==> src/rtl/cpu_pkg.sv <==
// Shared CPU definitions: datapath width, register-file geometry and the
// write-back entry carried from the long-latency unit to the register file.
package cpu_pkg;
  localparam int XLEN       = 32;
  localparam int REG_ADDR_W = 5;
  localparam int REG_COUNT  = 32;

  typedef struct packed {
    logic [REG_ADDR_W-1:0] rd;
    logic [XLEN-1:0]       data;
  } wb_entry;
endpackage

==> src/rtl/wb_fifo.sv <==
// Synchronous FIFO for buffered long-latency results; push and pop may
// occur in the same cycle at any occupancy, including full.
module wb_fifo #(
  parameter int WIDTH = 37,
  parameter int DEPTH = 2
) (
  input  logic                     clk,
  input  logic                     rst,
  input  logic                     i_push,
  input  logic                     i_pop,
  input  logic [WIDTH-1:0]         i_data,
  output logic [WIDTH-1:0]         o_data,
  output logic                     o_full,
  output logic                     o_empty,
  output logic [$clog2(DEPTH):0]   o_count
);
  localparam int AW = $clog2(DEPTH);

  logic [WIDTH-1:0] r_mem [DEPTH];
  logic [AW:0]      r_wr_ptr;
  logic [AW:0]      r_rd_ptr;
  logic             w_do_push;
  logic             w_do_pop;

  // Pointers carry one extra wrap bit so full and empty are distinguishable.
  assign o_count   = r_wr_ptr - r_rd_ptr;
  assign o_full    = (o_count == (AW+1)'(DEPTH));
  assign o_empty   = (o_count == '0);
  assign w_do_pop  = i_pop && !o_empty;
  assign w_do_push = i_push && (!o_full || w_do_pop);
  assign o_data    = r_mem[r_rd_ptr[AW-1:0]];

  // NOTE: sequential state uses non-blocking assignments so every register
  // samples pre-edge values regardless of block ordering.
  always_ff @(posedge clk or posedge rst) begin
    if (rst) begin
      r_wr_ptr <= '0;
      r_rd_ptr <= '0;
    end else begin
      if (w_do_push) r_wr_ptr <= r_wr_ptr + 1'b1;
      if (w_do_pop)  r_rd_ptr <= r_rd_ptr + 1'b1;
    end
  end

  // NOTE: storage is left out of reset; the pointers alone define validity,
  // and an unreset array maps onto plain RAM cells.
  always_ff @(posedge clk) begin
    if (w_do_push) r_mem[r_wr_ptr[AW-1:0]] <= i_data;
  end
endmodule

==> src/rtl/wb_scoreboard.sv <==
// Write-back controller: arbitrates the single register-file write port
// between the ALU and buffered long results, and tracks busy registers.
module wb_scoreboard
  import cpu_pkg::*;
#(
  parameter int XLEN       = cpu_pkg::XLEN,
  parameter int FIFO_DEPTH = 2
) (
  input  logic                  clk,
  input  logic                  rst,
  input  logic                  issue_valid,
  input  logic                  issue_long,
  input  logic [REG_ADDR_W-1:0] issue_rs1,
  input  logic [REG_ADDR_W-1:0] issue_rs2,
  input  logic [REG_ADDR_W-1:0] issue_rd,
  output logic                  stall,
  input  logic                  alu_valid,
  input  logic [REG_ADDR_W-1:0] alu_rd,
  input  logic [XLEN-1:0]       alu_data,
  input  logic                  long_valid,
  output logic                  long_ready,
  input  logic [REG_ADDR_W-1:0] long_rd,
  input  logic [XLEN-1:0]       long_data,
  output logic                  write_reg,
  output logic [REG_ADDR_W-1:0] target_reg,
  output logic [XLEN-1:0]       write_rd_data,
  output logic                  idle
);
  localparam int EW = REG_ADDR_W + XLEN;

  logic [REG_COUNT-1:0]        r_busy;
  logic [REG_COUNT-1:0]        w_next_busy;
  logic                        w_alu_wr;
  logic                        w_fifo_wr;
  logic                        w_push;
  logic                        w_issue_set;
  logic [EW-1:0]               w_head;
  logic [REG_ADDR_W-1:0]       w_head_rd;
  logic [XLEN-1:0]             w_head_data;
  logic                        w_full;
  logic                        w_empty;
  logic [$clog2(FIFO_DEPTH):0] w_count;

  assign stall = issue_valid &&
                 (r_busy[issue_rs1] || r_busy[issue_rs2] || r_busy[issue_rd]);
  assign w_issue_set = issue_valid && !stall && issue_long && (issue_rd != '0);

  assign long_ready = !w_full;
  assign w_push     = long_valid && long_ready && (long_rd != '0);
  assign w_alu_wr   = alu_valid && (alu_rd != '0);
  assign w_fifo_wr  = !w_alu_wr && !w_empty;

  assign w_head_rd   = w_head[EW-1:XLEN];
  assign w_head_data = w_head[XLEN-1:0];
  assign idle        = (r_busy == '0) && (w_count == '0);

  wb_fifo #(
    .WIDTH (EW),
    .DEPTH (FIFO_DEPTH)
  ) u_fifo (
    .clk     (clk),
    .rst     (rst),
    .i_push  (w_push),
    .i_pop   (w_fifo_wr),
    .i_data  ({long_rd, long_data}),
    .o_data  (w_head),
    .o_full  (w_full),
    .o_empty (w_empty),
    .o_count (w_count)
  );

  // NOTE: every signal driven in an always_comb gets a default first, so no
  // path leaves it unassigned and no latch is inferred.
  always_comb begin
    write_reg     = 1'b0;
    target_reg    = '0;
    write_rd_data = '0;
    if (w_alu_wr) begin
      write_reg     = 1'b1;
      target_reg    = alu_rd;
      write_rd_data = alu_data;
    end else if (w_fifo_wr) begin
      write_reg     = 1'b1;
      target_reg    = w_head_rd;
      write_rd_data = w_head_data;
    end
  end

  // Set is applied after clear so it wins if both ever target one bit.
  always_comb begin
    w_next_busy = r_busy;
    if (w_fifo_wr)   w_next_busy[w_head_rd] = 1'b0;
    if (w_issue_set) w_next_busy[issue_rd]  = 1'b1;
    w_next_busy[0] = 1'b0;
  end

  always_ff @(posedge clk or posedge rst) begin
    if (rst) r_busy <= '0;
    else     r_busy <= w_next_busy;
  end
endmodule

==> config.mk <==
export PLATFORM = sky130hd
export DESIGN_NAME = wb_scoreboard
export DESIGN_NICKNAME = d
export VERILOG_FILES = /design/src/rtl/cpu_pkg.sv /design/src/rtl/wb_fifo.sv /design/src/rtl/wb_scoreboard.sv
export SDC_FILE = /design/constraint.sdc
export NUM_CORES = 1
export LEC_CHECK = 0
export BUFFER_PORTS_ARGS = -buffer_cell sky130_fd_sc_hd__clkbuf_2
export CORE_MARGIN = 2
export CORE_UTILIZATION = 55
export CTS_CLUSTER_DIAMETER = 80
export DETAILED_ROUTE_END_ITERATION = 16
export GPL_TIMING_DRIVEN = 0
export HOLD_SLACK_MARGIN = 0.08
export PLACE_DENSITY = 0.85
export SYNTH_ARGS = -nofsm -noshare
export SYNTH_HDL_FRONTEND = slang
export SYNTH_SLANG_ARGS = --single-unit
==> constraint.sdc <==
create_clock -name clk -period 3.8 [get_ports clk]
set_input_delay 0.57 -clock clk [delete_from_list [all_inputs] [get_ports clk]]
set_output_delay 0.57 -clock clk [all_outputs]
set_load 0.02 [all_outputs]
* Word-level counts from Yosys, hierarchy flattened
Memory sizes are Yosys's and may differ from the RTL's.
Index checks and enable logic that the tools add are counted.
** Storage, ports and cells
- Flip-flop bits (word level) :: 35
- RAM bits :: 74
- Input port bits :: 95
- Logic and storage cells :: 62
- Memories :: 1
** Memories
- u_fifo.r_mem :: words 2, bits a word 37, read ports 1, clocked after Yosys merged registers in 0, write ports 1, RTL line wb_fifo.sv:19 : logic [WIDTH-1:0] r_mem [DEPTH];
** Operators by class
- Add/subtract/negate cells :: 3
- Magnitude comparators :: 6
- Equal/unequal tests :: 1
- Mux-type cells :: 20
- Bitwise gates (word level) :: 3
- Reduce and logical (&&, ||, !) cells :: 25
** Operators by type and width (number)
- $mux W32 :: 4
- $and A32 B32 Y32 :: 1
- $logic_not A32 Y1 :: 1
- $not A32 Y32 :: 1
- $or A32 B32 Y32 :: 1
- $lt A5 B6 Y1 const B :: 4
- $bmux W1 S5 :: 3
- $reduce_bool A5 Y1 :: 3
- $logic_and A1 B1 Y1 :: 13
- $demux W1 S5 :: 2
- $ge A5 B1 Y1 const B :: 2
- $mux W5 :: 2
- $mux W1 :: 9
- $add A2 B1 Y2 const B :: 2
- $logic_not A1 Y1 :: 4
- $logic_or A1 B1 Y1 :: 3
- $eq A2 B2 Y1 const B :: 1
- $logic_not A2 Y1 :: 1
- $sub A2 B2 Y2 :: 1

* Logic depth before layout (Yosys ltp)
- Depth in word-level cells :: 10
- Mapped depth :: 10
- Mapped depth without buffers :: 6

* Cells and area by module
From an unflattened synthesis, not the netlist that was laid out.
** Second synthesis, totals
- Cell total of the unflattened synthesis :: 519
- Area, all modules :: 5974.5 sq um
** Modules (own cells, without submodules)
- wb_scoreboard :: times used 1, cells an instance 375, area each 3030.4 sq um
- wb_fifo :: times used 1, cells an instance 144, area each 2944.1 sq um

* Worst setup path before layout
OpenSTA, ideal clock, no wires.
- Kind :: register to register
- From :: reg u_fifo.r_wr_ptr[0]
- To :: mem u_fifo.r_mem[1][0] (enable)
- Library setup time :: 434 ps
- Arrival :: 2689 ps
- Required time :: 3366 ps
- Setup slack :: 677 ps
- Stages on the path, launching flop included :: 5
- Path buffers :: 0
- Clock period less this slack :: 3123 ps
- Path through :: dfrtp_1 -> xor2_1 -> nand2b_1 -> o211ai_1 -> nor2_1
** Between the ends
- Elaborated cells between the ends (all ways) :: 13
** RTL lines
- start, declared :: RTL line wb_fifo.sv:20 : logic [AW:0] r_wr_ptr;
- start signal, assigned :: RTL line wb_fifo.sv:40 : if (w_do_push) r_wr_ptr <= r_wr_ptr + 1'b1;
- $sub A2 B2 Y2 (*) :: RTL line wb_fifo.sv:26 : assign o_count = r_wr_ptr - r_rd_ptr;
- $eq A2 B2 Y1 (*) :: RTL line wb_fifo.sv:27 : assign o_full = (o_count == (AW+1)'(DEPTH));
- $logic_not A1 Y1 (*) :: RTL line wb_scoreboard.sv:48 : assign long_ready = !w_full;
- via long_ready :: RTL line wb_scoreboard.sv:21 : output logic long_ready,
- $logic_and A1 B1 Y1 (2 in a row) :: RTL line wb_scoreboard.sv:49 : assign w_push = long_valid && long_ready && (long_rd != '0);
- $logic_and A1 B1 Y1 (*) :: RTL line wb_fifo.sv:30 : assign w_do_push = i_push && (!o_full || w_do_pop);
- $mux W1 (*) :: RTL line wb_fifo.sv:48 : if (w_do_push) r_mem[r_wr_ptr[AW-1:0]] <= i_data;
- $mux W1 (implied by the code) (*) :: RTL line wb_fifo.sv:48
- end, declared :: RTL line wb_fifo.sv:19
Mark *: on every way through the listed nets, which the timed path passes. The rest lies on a longest branch.

* Worst setup path after layout
- From :: in alu_rd[4]
- To :: out write_rd_data[2]
** Between the ends
- Cells in the longest elaborated chain, start to end :: 6
** Ends and longest elaborated chain
- start, declared :: RTL line wb_scoreboard.sv:18 : input logic [REG_ADDR_W-1:0] alu_rd,
- $reduce_bool A5 Y1 (*) :: RTL line wb_scoreboard.sv:50 : assign w_alu_wr = alu_valid && (alu_rd != '0);
- $logic_and A1 B1 Y1 (*) :: RTL line wb_scoreboard.sv:50
- $logic_not A1 Y1 :: RTL line wb_scoreboard.sv:51 : assign w_fifo_wr = !w_alu_wr && !w_empty;
- $logic_and A1 B1 Y1 :: RTL line wb_scoreboard.sv:51
- $mux W32 :: RTL line wb_scoreboard.sv:82 : end else if (w_fifo_wr) begin
- $mux W32 (*) :: RTL line wb_scoreboard.sv:78 : if (w_alu_wr) begin
- end, declared :: RTL line wb_scoreboard.sv:26 : output logic [XLEN-1:0] write_rd_data,
Every way passes the cells marked *; elsewhere a longest branch is shown, timed or not.

==> flow_metrics.tcl <==
set metrics [dict create \
    start_util_pct 56.9 \
    track_usage_pct 28.1 \
    diodes 0 \
    portBuffers 125 \
    rr_worst_depth 7 \
    overflow 0 \
    status "finished clean" \
    cts_resized 0 \
    die_area_um2 11600 \
    cts.reportedPaths.clkPinSlew_ps 110 \
    wl_mm 15.9 \
    yosysUniqueCellTypes 49 \
    cts_tree "yes" \
    r2r_slack_ps 1510 \
    post_cts_buffers 0 \
    drtIter0Drc 414 \
    critPathKind "in -> out" \
    critical_path_required_ps 3230 \
    clockBufferDepth 2 \
    async_flop_share_pct 32.1 \
    die_x_um 108 \
    p_leak_nw 2.80 \
    grt_start_max_net_pins 36 \
    core_area_um2 10400 \
    synth_edf_count 74 \
    rsz0062_at_grt "false" \
    fillers 794 \
    syn_area_um2 5930 \
    setup_tns_ps 0 \
    via_per_inst 6.19 \
    hold_slack_ps 277 \
    drcViolationCount 0 \
    p_per_area_nw_per_um2 667 \
    gp_congestion 0.936 \
    root_buffer "clkbuf_8" \
    htreeDepth 3 \
    regToRegEndpoint "r_busy[28]" \
    drv_cap 0 \
    startpoint_type "input port" \
    clock_latency_ps 390 \
    ant_nets 0 \
    syn_avg_cell_area_um2 11.0 \
    dp_hpwl_mm 11.8 \
    end_kind "primary output" \
    die_y_um 108 \
    wl_per_cell_um 19.4 \
    seq_area_frac_synth_pct 52.2 \
    fin_skew_ps 12.5 \
    yosys_warnings 0 \
    ios 136 \
    worst_ep_arrival_time_ps 2640 \
    grt_pass1_wl_mm 25.1 \
    synth_nets 635 \
    layout-drive-gt1-share_pct 28.1 \
    period_share_pct 84.5 \
    worst_pin_slew_ps 734 \
    rows 37 \
    ys_seq_elements 109 \
    via_count 5072 \
    first_pass_iters 5 \
    maxSlewViolCount 0 \
    worstHoldPathType "in -> async" \
    final_cells 819 \
    numCtsBuffers 9 \
    dp.cells 803 \
    grt_pass1_vias 4919 \
    max_freq_mhz 311 \
    antenna_found_initial 0 \
    max_slew_margin_pct 51.0 \
    timing.rr.start "r_busy[9]" \
    cts_sinks 109 \
    vdd_drop_max_uv 432 \
    ys.flop_type "edfxtp_1" \
    syn_inst 540 \
    finalHoldViolCount 0 \
    timing.final.crit_period_ps 3210 \
    hold_buffers 0 \
    finalNetCount 773 \
    crit_path_max_fanout 10 \
    syn2layout_area_growth_pct 17.6 \
    finalSetupViolations 0 \
]
-- state kept, by name, indices dropped and copies added, names as in the netlist --
register         cells
r_busy              31
u_fifo.r_rd_ptr      2
u_fifo.r_wr_ptr      2
u_fifo.r_mem        74
-- metal layers --
metal / part of all wire [%] / routed length, µm / GRT usage [%] / vias up
met5: 0 / 0 / 0 / -
met4: 2.1 / 330 / 8.70 / 0
met3: 9.2 / 1450 / 4.48 / 32
met2: 47 / 7540 / 45.1 / 300
met1: 41 / 6550 / 39.6 / 2401
li1: - / - / - / 2339
-- metrics by stage --
step                setup slack, ps  util [%]  power, W  instance area, µm²
floorplan                       677         -   0.00324                5930
global placement               41.7      64.6   0.00385                6730
detailed placement              584      65.1   0.00397                6780
CTS                             581      66.9   0.00463                6970
global route                    399      66.9   0.00489                6970
finish                          588      66.9   0.00465                6970
-- synth_stat cells, drive strengths merged, types with 7 or more instances --
| cell | number | share of area (%) |
|---|---|---|
| nand3 | 7 | 0.59 |
| nor4 | 9 | 0.95 |
| mux2 | 10 | 1.9 |
| nand2 | 76 | 4.8 |
| nand2b | 7 | 0.74 |
| o31ai | 35 | 4.4 |
| nor2 | 11 | 0.74 |
| o21ai | 64 | 5.4 |
| clkbuf | 18 | 1.1 |
| edfxtp | 74 | 37 |
| nor2b | 7 | 0.74 |
| nor3 | 35 | 3.0 |
| dfrtp | 35 | 15 |
| o22ai | 7 | 0.74 |
| mux4 | 11 | 4.2 |
| buf | 24 | 2.4 |
| mux2i | 50 | 8.4 |
-- power by group --
| group | switching (W) | total, W | internal [W] |
|---|---|---|---|
| combinational | 0.00134 | 0.00207 | 0.000731 |
| sequential | 0.000230 | 0.00189 | 0.00166 |
| clock | 0.000429 | 0.000683 | 0.000254 |
-- layout make-up --
class / count / area, µm² / share of cell area (%)
plain buffers: 42 / 211 / 3.03
clock buffers: 9 / 124 / 1.78
clock inverters: 7 / 67.6 / 0.969
inverters: 6 / 22.5 / 0.323
multi-input cells: 383 / 2610 / 37.5
flip-flops and latches: 109 / 3100 / 44.4
well taps: 136 / 170 / 2.44
repair buffers: 127 / 666 / 9.55
-- how the worst max path moves through the flow --
stage,startpoint,to,slack (ps)
CTS,alu_rd[4],write_rd_data[2],580
detailed placement,alu_rd[4],write_rd_data[15],580
floorplan,u_fifo.r_wr_ptr[0],u_fifo.r_mem[1][0],680
finish,alu_rd[4],write_rd_data[2],590
global route,alu_rd[3],write_rd_data[15],400
global placement,u_fifo.r_wr_ptr[0],u_fifo.r_mem[1][24],40
-- kinds of logic after synthesis --
family / synth area share, %
AOI/OAI and AO/OA: 13.5
xor gates and xnor gates: 0.886
buffers and inverters: 3.95
DFF: 52.2
muxes: 14.5
and+or+nand+nor: 14.9
-- cell usage in the layout (no fill, tap or decap), types with 3 or more instances in the layout --
cell and instances:
buf_2 16, buf_4 3, buf_6 3, clkbuf_1 18
clkbuf_2 125, clkbuf_8 9, dfrtp_1 35, edfxtp_1 74
inv_1 5, mux2_2 10, mux2i_1 50, mux4_2 11
nand2_1 76, nand2b_1 7, nand3_1 7, nand3b_1 5
nand4_1 4, nor2_1 8, nor2b_1 7, nor3_1 35
nor4_1 9, nor4b_1 3, o21ai_0 33, o21ai_1 31
o22ai_1 7, o31ai_1 35, or3_1 6, or4_1 3
xor2_1 4
-- worst max-delay path, cell delays in order --
cell and delay (ps):
clkbuf_2 90, or4_1 540, o21a_1 180, clkbuf_1 250, clkbuf_1 300, clkbuf_1 300, nand2_1 150, o31ai_1 80
clkbuf_2 180
(Power assumes the default switching activity.)
